File: src/rtl/excess3_serial_decoder.sv
// Bit-serial Excess-3 to BCD decoder: LSB-first digits, subtract-3 borrow FSM,
// registered serial BCD output and a packed multi-digit word with per-digit validity.
module excess3_serial_decoder #(
    parameter int DIGITS = 4
) (
    input  logic                  clk,
    input  logic                  rst,
    input  logic                  bit_in,
    input  logic                  bit_vld,
    input  logic                  frame,
    output logic                  bit_out,
    output logic                  bit_out_vld,
    output logic [4*DIGITS-1:0]   dat_out,
    output logic                  dat_vld,
    output logic                  err
);

    // Suffix is the borrow coming into that bit position.
    typedef enum logic [2:0] {IDLE, B0, B1_0, B1_1, B2_0, B2_1, B3_0, B3_1} state_t;

    state_t              state_q, state_d, cur;
    logic [2:0]          dig_q, dig_base, dig_d;
    logic [2:0]          sh_q, dsh_q;
    logic [4*DIGITS-1:0] asm_q, asm_d;
    logic                werr_q, werr_d;
    logic                frame_acc, proc, dbit, fin_borrow, digit_done, last, word_done;
    logic [3:0]          code, dec;
    logic                bad;

    // A framed bit always restarts at bit 0 of digit 0, whatever mode we were in.
    assign frame_acc = bit_vld & frame;
    assign cur       = frame_acc ? B0 : state_q;
    assign dig_base  = frame_acc ? 3'd0 : dig_q;
    assign last      = (dig_base == 3'(DIGITS - 1));

    always_ff @(posedge clk) begin
        if (rst) state_q <= IDLE;
        else     state_q <= state_d;
    end

    always_comb begin
        state_d = state_q;
        if (bit_vld) begin
            case (cur)
                B0:         state_d = bit_in ? B1_0 : B1_1;
                B1_0:       state_d = bit_in ? B2_0 : B2_1;
                B1_1:       state_d = B2_1;
                B2_0:       state_d = B3_0;
                B2_1:       state_d = bit_in ? B3_0 : B3_1;
                B3_0, B3_1: state_d = last ? IDLE : B0;
                default:    state_d = IDLE;
            endcase
        end
    end

    always_comb begin
        proc       = bit_vld && (cur != IDLE);
        digit_done = bit_vld && (cur == B3_0 || cur == B3_1);
        fin_borrow = (cur == B3_1) && !bit_in;
        case (cur)
            B0, B1_0, B2_1, B3_1: dbit = ~bit_in;
            B1_1, B2_0, B3_0:     dbit = bit_in;
            default:              dbit = 1'b0;
        endcase
    end

    // Assembly of the packed word; an invalid digit lands as 0000 and flags the word.
    always_comb begin
        code      = {bit_in, sh_q};
        dec       = {dbit, dsh_q};
        bad       = fin_borrow | (code > 4'd12);
        asm_d     = frame_acc ? '0 : asm_q;
        werr_d    = frame_acc ? 1'b0 : werr_q;
        dig_d     = dig_base;
        word_done = digit_done && last;
        if (digit_done) begin
            for (int k = 0; k < DIGITS; k++)
                if (dig_base == 3'(k)) asm_d[4*k +: 4] = bad ? 4'd0 : dec;
            werr_d = werr_d | bad;
            dig_d  = last ? 3'd0 : dig_base + 3'd1;
        end
    end

    always_ff @(posedge clk) begin
        if (rst) begin
            bit_out     <= 1'b0;
            bit_out_vld <= 1'b0;
            dat_out     <= '0;
            dat_vld     <= 1'b0;
            err         <= 1'b0;
            dig_q       <= 3'd0;
            sh_q        <= 3'd0;
            dsh_q       <= 3'd0;
            asm_q       <= '0;
            werr_q      <= 1'b0;
        end else begin
            bit_out_vld <= proc;
            dat_vld     <= word_done;
            if (proc) begin
                bit_out <= dbit;
                sh_q    <= {bit_in, sh_q[2:1]};
                dsh_q   <= {dbit, dsh_q[2:1]};
                asm_q   <= asm_d;
                werr_q  <= werr_d;
                dig_q   <= dig_d;
            end
            if (word_done) begin
                dat_out <= asm_d;
                err     <= werr_d;
            end
        end
    end

endmodule
File: config.mk
export PLATFORM = sky130hd
export DESIGN_NAME = excess3_serial_decoder
export DESIGN_NICKNAME = d
export VERILOG_FILES = /design/src/rtl/excess3_serial_decoder.sv
export SDC_FILE = /design/constraint.sdc
export NUM_CORES = 1
export LEC_CHECK = 0
export ABC_AREA = 1
export CORE_MARGIN = 1.5
export CORE_UTILIZATION = 30
export CTS_CLUSTER_DIAMETER = 80
export CTS_CLUSTER_SIZE = 24
export DETAILED_ROUTE_END_ITERATION = 12
export PLACE_DENSITY = 0.45
export SYNTH_ARGS = -nofsm -noshare
export SYNTH_HDL_FRONTEND = slang
export SYNTH_SLANG_ARGS = --single-unit
File: constraint.sdc
create_clock -name clk -period 3.1 [get_ports clk]
set_input_delay 0.62 -clock clk [delete_from_list [all_inputs] [get_ports clk]]
set_output_delay 0.62 -clock clk [all_outputs]
set_load 0.01 [all_outputs]
==> metrics.log <==
[metrics] cell count after synthesis: 256
[metrics] Die Y: 83.8 um
[metrics] netlist area before placement: 1960 um^2
[metrics] highest clock frequency the design can meet: 439 MHz
[metrics] number of fill cells in the layout: 681
[metrics] IO buf count: 24
[metrics] area of the core: 6310 um^2
[metrics] width of the chip: 83.8 um
[metrics] count of yosys warnings during synthesis: 0
[metrics] Final nets: 291
[metrics] post-synth cell types: 26
[metrics] combined flip-flop and latch cell area: 881 um^2
[metrics] boundary pin count: 25
[metrics] routed length per instance: 12.3 um
[metrics] power per unit of standard cell area: 457 nW/um^2
[metrics] # Post-CTS Setup Buffers: 0
[metrics] DR iter-0 viols: 98
[metrics] post-synthesis to final-layout area growth: 21.7%
[metrics] Setup crit start: bit_vld
[metrics] largest net degree at the start of global routing: 33
[metrics] Hold Vio Cnt, Final: 0
[metrics] Synth area leader: dfxtp_1
[metrics] share of the cycle needed by the critical path after routing: 0.734
[metrics] total grt overflow: 0
[metrics] # DRC: 0
[metrics] area share of the largest cell type after synthesis: 0.450
[metrics] fraction of final layout cells with drive strength greater than 1: 0.117
[metrics] Ant. Diodes: 0
[metrics] Final Cell Area: 2380 um^2
[metrics] type of the tightest min-delay check: reg2reg
[metrics] register bit total from synthesis: 44
[metrics] startpoint of the worst hold path: dat_out[12]
[metrics] Post-Route Skew: 7.19 ps
[metrics] antenna violations before repair: 0
[metrics] setup TNS after final layout: 0 ps
[metrics] Final min period: 2280 ps
[metrics] clock tree from TritonCTS: built
[metrics] starting utilization of the core area: 0.310
[metrics] category of the critical setup timing path: in2reg
[metrics] Top Metal Used: met4
[metrics] worst rel slew slack: 0.713
[metrics] H-tree depth: 2
[metrics] number of iterations in the first detailed-routing pass: 5
[metrics] total placed instance area: 2280 um^2
[metrics] portion of the post-synthesis area used by sequential elements: 0.450
[metrics] number of gates resized after cts: 0
[metrics] dpl hpwl: 3.12 mm
[metrics] Pins Over Slew Limit: 0
[metrics] unrepaired setup endpoints after global routing: no
[metrics] Lkg Pwr: 0.959 nW
[metrics] clock tree buffer depth: 2
[metrics] CTS root buffer: clkbuf_8
[metrics] Tightest Pin Transition: 430 ps
[metrics] sum of routed wire segments on met1: 2.28 mm
[metrics] required arrival time at the worst endpoint: 3300 ps
[metrics] antenna violation net count after detailed routing: 0
[metrics] Clock Latency Late Sink: 300 ps
[metrics] max-capacitance violation count: 0
[metrics] Data arrival, critical path: 2480 ps
[metrics] global-route wire length before repair: 7.68 mm
[metrics] hold buffer count at CTS: 0
[metrics] Num Clock Sinks: 44
[metrics] Clock Pin Slew Worst Setup and Hold Paths: 90 ps
[metrics] result of the run: completed
[metrics] critical path fanouts, max: 13
[metrics] Crit Reg-Reg Startpoint: state_q[1]
[metrics] number of clock buffers inserted by TritonCTS: 5
[metrics] total via count in the routed design: 1654
[metrics] final weighted congestion in routability-driven placement: 0.778
[metrics] Die Area: 7020 um^2
[metrics] Avg Synthesized Cell Area: 7.65 um^2
[metrics] sort of element at the start of the critical path: primary input
[metrics] total detailed-routing wirelength: 4.43 mm
[metrics] Setup Viol. Count Final: 0
[metrics] number of core rows: 29
[metrics] vias in the first global route: 1563
[metrics] total length of routed met3 wires: 158 um
[metrics] total global routing track utilization: 0.140
[metrics] Critical Path End Type: flop
[metrics] met2 wirelength from detailed routing: 1.90 mm
[metrics] top cells by area, synth: dfxtp_1, nand2_1, nand3_1
[metrics] top library cells by usage in the layout, fill and taps aside: nand2_1, dfxtp_1, nor2_1, nand3_1, a21oi_1
[metrics] via density per instance: 4.59
[metrics] IR Drop Worst-Case VDD: 195 uV
[metrics] synthesized netlist net count: 265
[metrics] footprint of the multi-input gates: 903 um^2
## synthesized netlist by cell type (all sizes together)
cell	number
a21oi	25
a22oi	1
buf	7
clkbuf	3
clkinv	1
dfxtp	44
ha	4
inv	30
nand2	48
nand3	33
nand4	7
nor2	38
o211ai	3
o21ai	11
o31ai	1
## critical path, stage by stage
cell and delay (ps):
clkdlybuf4s50_1 460, nand2_4 140, nand2_1 130, inv_1 110, ha_1 180, nand2_2 80
nor2_4 290, buf_4 260, nand3_1 100, nand2_1 60, inv_1 30
## through the flow
step           hold slack (ps)   util  setup WS, ps  total power [mW]  instances
3_3_place_gp               457  0.361           468             0.670        352
3_5_place_dp               459  0.361           478             0.668        352
2_1_floorplan              449      -          1130             0.641        256
4_1_cts                    471  0.378           797              1.11        360
6_report                   469  0.378           824              1.09        360
5_1_grt                    502  0.378           627              1.15        360
## state kept, by name (all words and copies together) (netlist names)
signal and count:
bit_out 1, dsh_q 2, dat_vld 1, dat_out 16, werr_q 1, dig_q 3, sh_q 3, state_q 3
err 1, asm_q 12, bit_out_vld 1
## layer usage
layer,vias up,global-route usage
met5,-,0
met3,6,0.0336
met2,32,0.216
met4,0,0.0537
met1,736,0.189
li1,880,-
## power breakdown
group / internal, mW / switching [mW]
Clock: 0.239 / 0.196
Combinational: 0.0238 / 0.0492
Sequential: 0.573 / 0.00721
Total: 0.837 / 0.253
## logic make-up (layout without fill, tap and decap cells)
kind of cell	count (synthesis)	count (layout)	share of synthesized area
AOI/OAI and AO/OA	41	41	0.113
adders and majority gates	4	4	0.0255
buffers and inverters	41	68	0.0894
DFF	44	44	0.450
and+or+nand+nor	126	126	0.322
## final timing paths
| check | end | slack (ps) | cells past startpoint |
|---|---|---|---|
| setup / recovery | dat_out[1] | 820 | 11 |
| hold / removal | dat_out[12] | 470 | 2 |
| setup reg to reg | dat_out[1] | 1370 | 8 |
| hold reg to reg | dat_out[12] | 470 | 2 |
## final cells by class
class	instances	area share
Clock buffer	6	0.0304
Tap cell	77	0.0404
Multi-Input combinational cell	171	0.379
Timing Repair Buffer	29	0.116
Clock inverter	2	0.0147
Inverter	31	0.0498
Sequential cell	44	0.369
Power figures use the tool's default switching activity.
